===== src/rtl/rx_packet_buffer.sv =====
// USB receive packet buffer: PID decode, token field capture and a speculative
// byte FIFO (CRC16 held back) that is committed or rolled back at end of packet.
module rx_packet_buffer #(
  parameter int DEPTH  = 64,
  parameter int ADDR_W = 6
) (
  input  logic              clk,
  input  logic              rst,
  input  logic [7:0]        rx_byte,
  input  logic              byte_complete,
  input  logic              load_pid,
  input  logic              load_data,
  input  logic              load_error,
  input  logic              load_done,
  input  logic              pop,
  input  logic              flush,
  output logic [7:0]        rx_fifo_rdata,
  output logic              rx_data_ready,
  output logic [ADDR_W:0]   buffer_occupancy,
  output logic [2:0]        rx_packet,
  output logic              rx_transfer_active,
  output logic              rx_error,
  output logic [6:0]        token_addr,
  output logic [3:0]        token_endp
);
  typedef enum logic [2:0] {IDLE, TOKEN, DATA, HSHAKE, COMMIT, DISCARD} state_t;
  localparam logic [ADDR_W:0] FULL_LVL = (ADDR_W+1)'(DEPTH);

  state_t          state, state_nxt;
  logic [7:0]      mem [DEPTH];
  logic [ADDR_W:0] wr_ptr, rd_ptr, commit_ptr, wr_lvl;
  logic [7:0]      h1, h0, nbytes;
  logic [1:0]      hcnt;
  logic            bad;
  logic [2:0]      pid_code, dec_code;
  logic [6:0]      addr_tmp;
  logic [3:0]      endp_tmp;
  logic            pid_ev, data_ev, active, dec_ok, len_ok, push, full;

  assign pid_ev           = load_pid && byte_complete;
  assign data_ev          = load_data && byte_complete;
  assign active           = state inside {TOKEN, DATA, HSHAKE};
  assign wr_lvl           = wr_ptr - rd_ptr;
  assign full             = (wr_lvl == FULL_LVL);
  // The holdback is full, so the oldest held byte is payload, not CRC.
  assign push             = (state == DATA) && data_ev && (hcnt == 2'd2);
  assign buffer_occupancy = commit_ptr - rd_ptr;
  assign rx_data_ready    = (commit_ptr != rd_ptr);
  assign rx_fifo_rdata    = rx_data_ready ? mem[rd_ptr[ADDR_W-1:0]] : 8'h00;

  always_comb begin
    dec_code = 3'd0;
    case (rx_byte[3:0])
      4'b0001: dec_code = 3'd1;
      4'b1001: dec_code = 3'd2;
      4'b0011: dec_code = 3'd3;
      4'b1011: dec_code = 3'd4;
      4'b0010: dec_code = 3'd5;
      4'b1010: dec_code = 3'd6;
      4'b1110: dec_code = 3'd7;
      default: dec_code = 3'd0;
    endcase
    dec_ok = (dec_code != 3'd0) && (rx_byte[7:4] == ~rx_byte[3:0]);
  end

  always_comb begin
    state_nxt = state;
    len_ok    = 1'b1;
    case (state)
      TOKEN:   len_ok = (nbytes == 8'd2);
      DATA:    len_ok = (nbytes >= 8'd2);
      default: len_ok = 1'b1;
    endcase
    case (state)
      IDLE:
        if (pid_ev) begin
          if (!dec_ok)               state_nxt = HSHAKE;
          else if (dec_code <= 3'd2) state_nxt = TOKEN;
          else if (dec_code <= 3'd4) state_nxt = DATA;
          else                       state_nxt = HSHAKE;
        end
      TOKEN, DATA, HSHAKE:
        if (load_error || (load_done && (bad || !len_ok))) state_nxt = DISCARD;
        else if (load_done)                                state_nxt = COMMIT;
      default: state_nxt = IDLE;
    endcase
  end

  always_ff @(posedge clk)
    if (push && !full) mem[wr_ptr[ADDR_W-1:0]] <= h1;

  always_ff @(posedge clk) begin
    if (rst) begin
      state              <= IDLE;
      wr_ptr             <= '0;
      rd_ptr             <= '0;
      commit_ptr         <= '0;
      h1                 <= 8'h00;
      h0                 <= 8'h00;
      hcnt               <= 2'd0;
      nbytes             <= 8'd0;
      bad                <= 1'b0;
      pid_code           <= 3'd0;
      addr_tmp           <= 7'd0;
      endp_tmp           <= 4'd0;
      rx_packet          <= 3'd0;
      rx_transfer_active <= 1'b0;
      rx_error           <= 1'b0;
      token_addr         <= 7'd0;
      token_endp         <= 4'd0;
    end else begin
      state <= state_nxt;
      if (pop && rx_data_ready) rd_ptr <= rd_ptr + 1'b1;
      case (state)
        IDLE:
          if (pid_ev) begin
            pid_code           <= dec_ok ? dec_code : 3'd0;
            bad                <= !dec_ok;
            rx_error           <= 1'b0;
            rx_transfer_active <= 1'b1;
            nbytes             <= 8'd0;
            hcnt               <= 2'd0;
          end else if (load_error || load_done) begin
            rx_error <= 1'b1;
          end
        TOKEN, DATA, HSHAKE:
          if (data_ev) begin
            if (nbytes != 8'hff) nbytes <= nbytes + 8'd1;
            if (state == TOKEN) begin
              if (nbytes == 8'd0) begin
                addr_tmp    <= rx_byte[6:0];
                endp_tmp[0] <= rx_byte[7];
              end else if (nbytes == 8'd1) begin
                endp_tmp[3:1] <= rx_byte[2:0];
              end
            end
            if (state == HSHAKE) bad <= 1'b1;
            if (state == DATA) begin
              h1 <= h0;
              h0 <= rx_byte;
              if (hcnt != 2'd2) hcnt <= hcnt + 2'd1;
              if (push) begin
                if (full) bad <= 1'b1;
                else      wr_ptr <= wr_ptr + 1'b1;
              end
            end
          end
        COMMIT: begin
          commit_ptr         <= wr_ptr;
          rx_packet          <= pid_code;
          rx_transfer_active <= 1'b0;
          if (pid_code <= 3'd2) begin
            token_addr <= addr_tmp;
            token_endp <= endp_tmp;
          end
        end
        DISCARD: begin
          wr_ptr             <= commit_ptr;
          rx_error           <= 1'b1;
          rx_transfer_active <= 1'b0;
        end
        default: ;
      endcase
      // Flush overrides any same-cycle pointer update; an open packet must discard.
      if (flush) begin
        rd_ptr     <= '0;
        wr_ptr     <= '0;
        commit_ptr <= '0;
        hcnt       <= 2'd0;
        h1         <= 8'h00;
        h0         <= 8'h00;
        if (active) bad <= 1'b1;
      end
    end
  end
endmodule


===== config.mk =====
export PLATFORM = sky130hd
export DESIGN_NAME = rx_packet_buffer
export DESIGN_NICKNAME = d
export VERILOG_FILES = /design/src/rtl/rx_packet_buffer.sv
export SDC_FILE = /design/constraint.sdc
export NUM_CORES = 1
export LEC_CHECK = 0
export BUFFER_PORTS_ARGS = -buffer_cell sky130_fd_sc_hd__buf_4
export CORE_ASPECT_RATIO = 1.75
export CORE_MARGIN = 2
export CORE_UTILIZATION = 51
export CTS_BUF_LIST = sky130_fd_sc_hd__clkbuf_8
export DETAILED_ROUTE_END_ITERATION = 10
export PLACE_DENSITY = 0.71
export SYNTH_ARGS = -nofsm -noshare
export SYNTH_HDL_FRONTEND = slang
export SYNTH_SLANG_ARGS = --single-unit

===== constraint.sdc =====
create_clock -name clk -period 6.55 [get_ports clk]
set_input_delay 1.31 -clock clk [delete_from_list [all_inputs] [get_ports clk]]
set_output_delay 1.31 -clock clk [all_outputs]
set_load 0.005 [all_outputs]

==> results of run 1 <==
-- sequential cells by signal, summed over array words and instances (netlist names), 3 cells and up, named ones only --
register and flops:
mem 512, h0 8, h1 8, nbytes 8, addr_tmp 7, commit_ptr 7, rd_ptr 7, token_addr 7
wr_ptr 7, endp_tmp 4, token_endp 4, pid_code 3, rx_packet 3, state 3
-- logic make-up (layout without fill, tap and decap cells) --
logic type	Yosys count	in the layout
buf+inv	101	224
other cells	0	1
mux	223	223
fa+ha+maj	21	21
flops	599	599
compound gates	129	129
xor+xnor	24	24
simple gates	287	287
-- where the power goes --
| group | switching (mW) | internal [mW] | total [mW] |
|---|---|---|---|
| Combinational | 0.0475 | 0.0329 | 0.0804 |
| Sequential | 0.0112 | 4.08 | 4.09 |
| Clock | 1.34 | 1.45 | 2.79 |
-- routing by layer --
metal  routed length, um  vias up  track usage
met4                2410        0        0.108
met5                   0        -            0
li1                    -     5573            -
met1               17800     6170        0.238
met2               26400      429        0.368
met3                2760      119       0.0387
-- final timing paths --
check / startpoint / endpoint / slack, ns / depth (start not counted)
worst max-delay path: register / rx_fifo_rdata[1] / 1.67 / 7
worst min-delay path: h0[3]$_SDFFE_PP0P_ / h1[3]$_SDFFE_PP0P_ / 0.45 / 2
worst max register to register: wr_ptr[4]$_SDFFE_PP0P_ / mem[37][2]$_DFFE_PP_ / 2.53 / 7
worst min register to register: h0[3]$_SDFFE_PP0P_ / h1[3]$_SDFFE_PP0P_ / 0.45 / 2
-- metrics by stage --
stage	setup WS [ns]	power, mW	hold WS (ns)
final	1.67	6.96	0.450
after detailed placement	2.16	4.25	0.438
after global placement	2.28	4.25	0.432
after global routing	1.52	7.18	0.468
after floorplan	3.32	4.23	0.432
after CTS	1.68	7.03	0.447
-- final cells by class --
cell class	count	area share
repair buffers	59	0.0177
inverters	17	0.00241
well taps	588	0.0278
flip-flops and latches	599	0.647
diodes	1	0.0000944
clock inverters	56	0.0131
clock buffers	92	0.0478
multi-input cells	684	0.244
-- synth_stat cells (17+ instances only) --
library cell,number
edfxtp_1,512
mux2i_1,95
ha_1,19
inv_1,17
buf_2,19
o21ai_0,20
clkbuf_1,51
dfxtp_1,87
a21oi_1,39
nand2_1,72
nor2_1,134
mux4_2,128
a22oi_1,32
-- worst reg2reg max path: stages, from the launching register on --
cell and delay [ns]:
dfxtp_1 0.74, ha_1 0.40, and2_1 0.19, a311oi_1 0.35, a2111o_1 0.24, o31ai_4 0.17, or4_1 0.80, nor2_1 0.76
==> flow_summary.ini, run 1 <==
[timing]
setup_viol = 0
max-slew-margin-rel = 0.103
worstMarginPinSlew_ns = 1.35
fin_tns_setup_ns = 0
rsz0062_at_grt = no
finClkSkew_ns = 0.0311
slew_viol_final = 0
finalCritPeriodShare = 0.745
finalCriticalPeriod_ns = 4.88
final-hold-violation-count = 0
max_freq_mhz = 205

[setup_path]
crit_chain = buf_4 -> mux4_2 -> mux2i_1 -> a22oi_1 -> nand2_1 -> o22ai_1 -> buf_4
path_buf_inv = 2
cp_max_fo = 56
cp_top_family = flip-flops
worst_setup_path_end_kind = primary output
critical_path.max_stage_delay_ns = 0.88
startpoint_type = register
crit_required_ns = 5.24
critPathMostFrequentCell = buf_4
worst_path_max_delay_cell = dfxtp_4
cp.arrival_ns = 3.57
crit_type = register to primary output

[layout]
final_nets = 1479
layout_common_cells = edfxtp_1, nor2_1, mux4_2
fill_cells = 3413
syn2layout_area_growth_pct = 10.4
register_area_um2 = 17100
final_util = 0.568
multi_input_area_um2 = 6470
final_common_cell = edfxtp_1
drive_gt1_frac = 0.214
design_area_um2 = 26500
stdcell_count = 2096

[detailed_routing]
detail_route.first_pass.iterations = 5
num_vias = 12300
post_drt_wl_per_cell_um = 23.6
antenna_left = 0
drt_wl_total_mm = 49.4
drt_iter0_drc = 975
drc_errors = 0
viasPerCell = 5.86

[yosys]
netlist.area_leader.share = 0.640
synth_fa_ha_area_frac = 0.0112
yosys.area_share.xor_xnor = 0.00875
yosysSeqAreaShare = 0.713
synth-edff-count = 512
synth_compound_area_frac = 0.0349
synth-seq-cells = 599
synth_top_family_by_area = multiplexers
synth.distinct_cells = 60
synth_area_leader_cell = edfxtp_1
avgSynthCellArea_um2 = 17.3
synth-main-ff-cell = edfxtp_1
syn_nets = 1421
syn-cell-area_um2 = 24000
synthSimpleGateAreaFrac = 0.0549
ys_async_sr_fraction = 0
ys_top_cells_by_area = edfxtp_1, mux4_2, dfxtp_1
ys_warn_count = 0
synth_cells = 1384
synthMuxAreaShare = 0.160

[grt]
grt_pass1_vias = 12900
antenna_found_initial = 1
grt_max_degree = 66
grt_pass1_wl_mm = 75.7
grt_overflow_total = 0
grt.total_usage = 0.207

[clock_tree]
cts_hold_buf = 0
clockBufferDepth = 3
htree_levels = 3
root_buffer = clkbuf_8
cts_setup_buffers = 0
cts_buffers = 81
clkSinkCount = 599
clk_latency_ns = 0.64
post_cts_resized = 0
cts.clk_slew.worst_paths_ns = 0.06
cts_tree = done

[floorplan]
start_util = 0.515
rows = 105
die_w_um = 168
ioPinCount = 49
die_area_um2 = 48900
coreArea_um2 = 46600
dieHeight_um = 291

[power]
power_density_nw_per_um2 = 263
vdd_ir_drop_max_mv = 0.191
p_leak_nw = 9.71

[placement]
placed_area_um2 = 24900
dp_hpwl_mm = 31.1
place_inst = 1946
gp_congestion = 0.851
port_buffers = 48

[run_status]
status = complete, no violations

[hold_path]
hold_class = register to register

[job]
maxCapViolations = 0
(Power assumes the default switching activity.)
==> run 2: changes to the inputs <==
==> constraint.sdc (replaced) <==
create_clock -name clk -period 4.6 [get_ports clk]
set_input_delay 0.92 -clock clk [delete_from_list [all_inputs] [get_ports clk]]
set_output_delay 0.92 -clock clk [all_outputs]
set_load 0.005 [all_outputs]
==> flow_summary.ini, run 2 (same netlist as run 1, synthesis figures left out) <==
[run_status]
status = complete, no violations

[detailed_routing]
detail_route.first_pass.iterations = 5
antenna_left = 0
drt_iter0_drc = 1027
drt_wl_total_mm = 54.5
post_drt_wl_per_cell_um = 26.0
drc_errors = 0
viasPerCell = 5.99
num_vias = 12600

[hold_path]
hp-start = h0[5]$_SDFFE_PP0P_
hold_class = register to register
min_path_cells = 2
hold_end = h1[5]$_SDFFE_PP0P_

[clock_tree]
cts_tree = done
root_buffer = clkbuf_8
clockBufferDepth = 3
cts_buffers = 82
cts_setup_buffers = 0
clkSinkCount = 599
cts.clk_slew.worst_paths_ns = 0.06
clk_latency_ns = 0.63
post_cts_resized = 0
cts_hold_buf = 0
htree_levels = 3

[grt]
antenna_found_initial = 1
grt_max_degree = 66
grt_pass1_vias = 13000
grt_pass1_wl_mm = 81.0
grt.total_usage = 0.227
grt_overflow_total = 0

[power]
vdd_ir_drop_max_mv = 0.223
clkPwrFrac = 0.405
power_density_nw_per_um2 = 376
p_leak_nw = 9.72
p_total_mw = 9.99
p_int_mw = 7.98
p_sw_mw = 2.00
p_seq_frac = 0.583
combPwrFrac = 0.012
power_switching_share = 0.201

[setup_path]
cp_max_fo = 27
worst_setup_path_end_kind = primary output
regToRegEndpoint = mem[63][1]$_DFFE_PP_
r2r_start = wr_ptr[4]$_SDFFE_PP0P_
cp.arrival_ns = 3.26
crit_required_ns = 3.68
r2r_slack_ns = 0.77
crit_type = register to primary output
startpoint_type = register
r2r_cells = 7

[floorplan]
dieHeight_um = 291
rows = 105
die_w_um = 168
coreArea_um2 = 46600
die_area_um2 = 48900
start_util = 0.515
ioPinCount = 49

[timing]
finalCritPeriodShare = 0.908
max_freq_mhz = 240
max-slew-margin-rel = 0.189
holdWs_ns = 0.443
final-hold-violation-count = 0
rsz0062_at_grt = no
worstMarginPinSlew_ns = 1.21
finalCriticalPeriod_ns = 4.18
fin_ws_ns = 0.425
slew_viol_final = 0
setup_viol = 0
fin_tns_setup_ns = 0
finClkSkew_ns = 0.0222

[layout]
drive_gt1_frac = 0.214
stdcell_count = 2097
largest_register_ffs = 512
syn2layout_area_growth_pct = 10.7
layout_common_cells = edfxtp_1, nor2_1, mux4_2
fill_cells = 3428
final_util = 0.570
final_nets = 1483
final_common_cell = edfxtp_1
design_area_um2 = 26600

[placement]
gp_congestion = 0.899
pre_cts_ws_ns = 0.828
placed_area_um2 = 25000
place_inst = 1950
port_buffers = 48
dp_hpwl_mm = 34.7

[job]
maxCapViolations = 0
run 2: cell count changes in the layout (fill, tap and decap cells not counted), sizes merged:
cell / change
clkbuf: -3
bufinv: +2
clkinvlp: -1
buf: +3
inv: -5
clkinv: +5
run 2: final cells by class:
type                       instances  area (um2)  share of cell area
sequential                       599       17200               0.645
multi-input combinational        684        6470               0.243
clock buffer                      89        1220              0.0461
tap                              588         736              0.0277
timing repair buffer              62         528              0.0199
clock inverter                    57         405              0.0152
inverter                          17        63.8             0.00240
antenna                            1        2.50           0.0000941
run 2: worst max-delay path by stage:
stage,from,to,slack [ns],depth (start not counted)
2_1_floorplan,rd_ptr[1]$_SDFFE_PP0P_,mem[62][0]$_DFFE_PP_,1.71,10
3_3_place_gp,wr_ptr[4]$_SDFFE_PP0P_,mem[6][7]$_DFFE_PP_,0.93,7
3_5_place_dp,byte_complete,mem[4][5]$_DFFE_PP_,0.83,7
4_1_cts,register,rx_fifo_rdata[0],0.38,7
5_1_grt,register,rx_fifo_rdata[4],0.27,7
6_report,register,rx_fifo_rdata[4],0.42,7
run 2: power by group through the flow:
stage          logic (mW)  registers [mW]  clock network [mW]
3_3_place_gp        0.114            5.94                   0
3_5_place_dp        0.116            5.94                   0
6_report            0.115            5.82                4.05
5_1_grt             0.129            5.82                4.34
4_1_cts             0.116            5.82                4.12
2_1_floorplan      0.0875            5.94                   0
run 2: layer usage:
layer	GRT usage	wire length, um	vias to the layer above
li1	-	-	5577
met1	0.257	18900	6331
met2	0.416	29900	528
met3	0.0355	3170	125
met4	0.109	2470	0
met5	0	0	-
run 2: critical path, stage by stage (launching register included):
cell and delay, ns:
dfxtp_4 0.73, buf_12 0.29, mux4_2 0.55, mux2i_1 0.40, a22oi_1 0.18, nand2_1 0.17
o22ai_1 0.12, buf_4 0.16
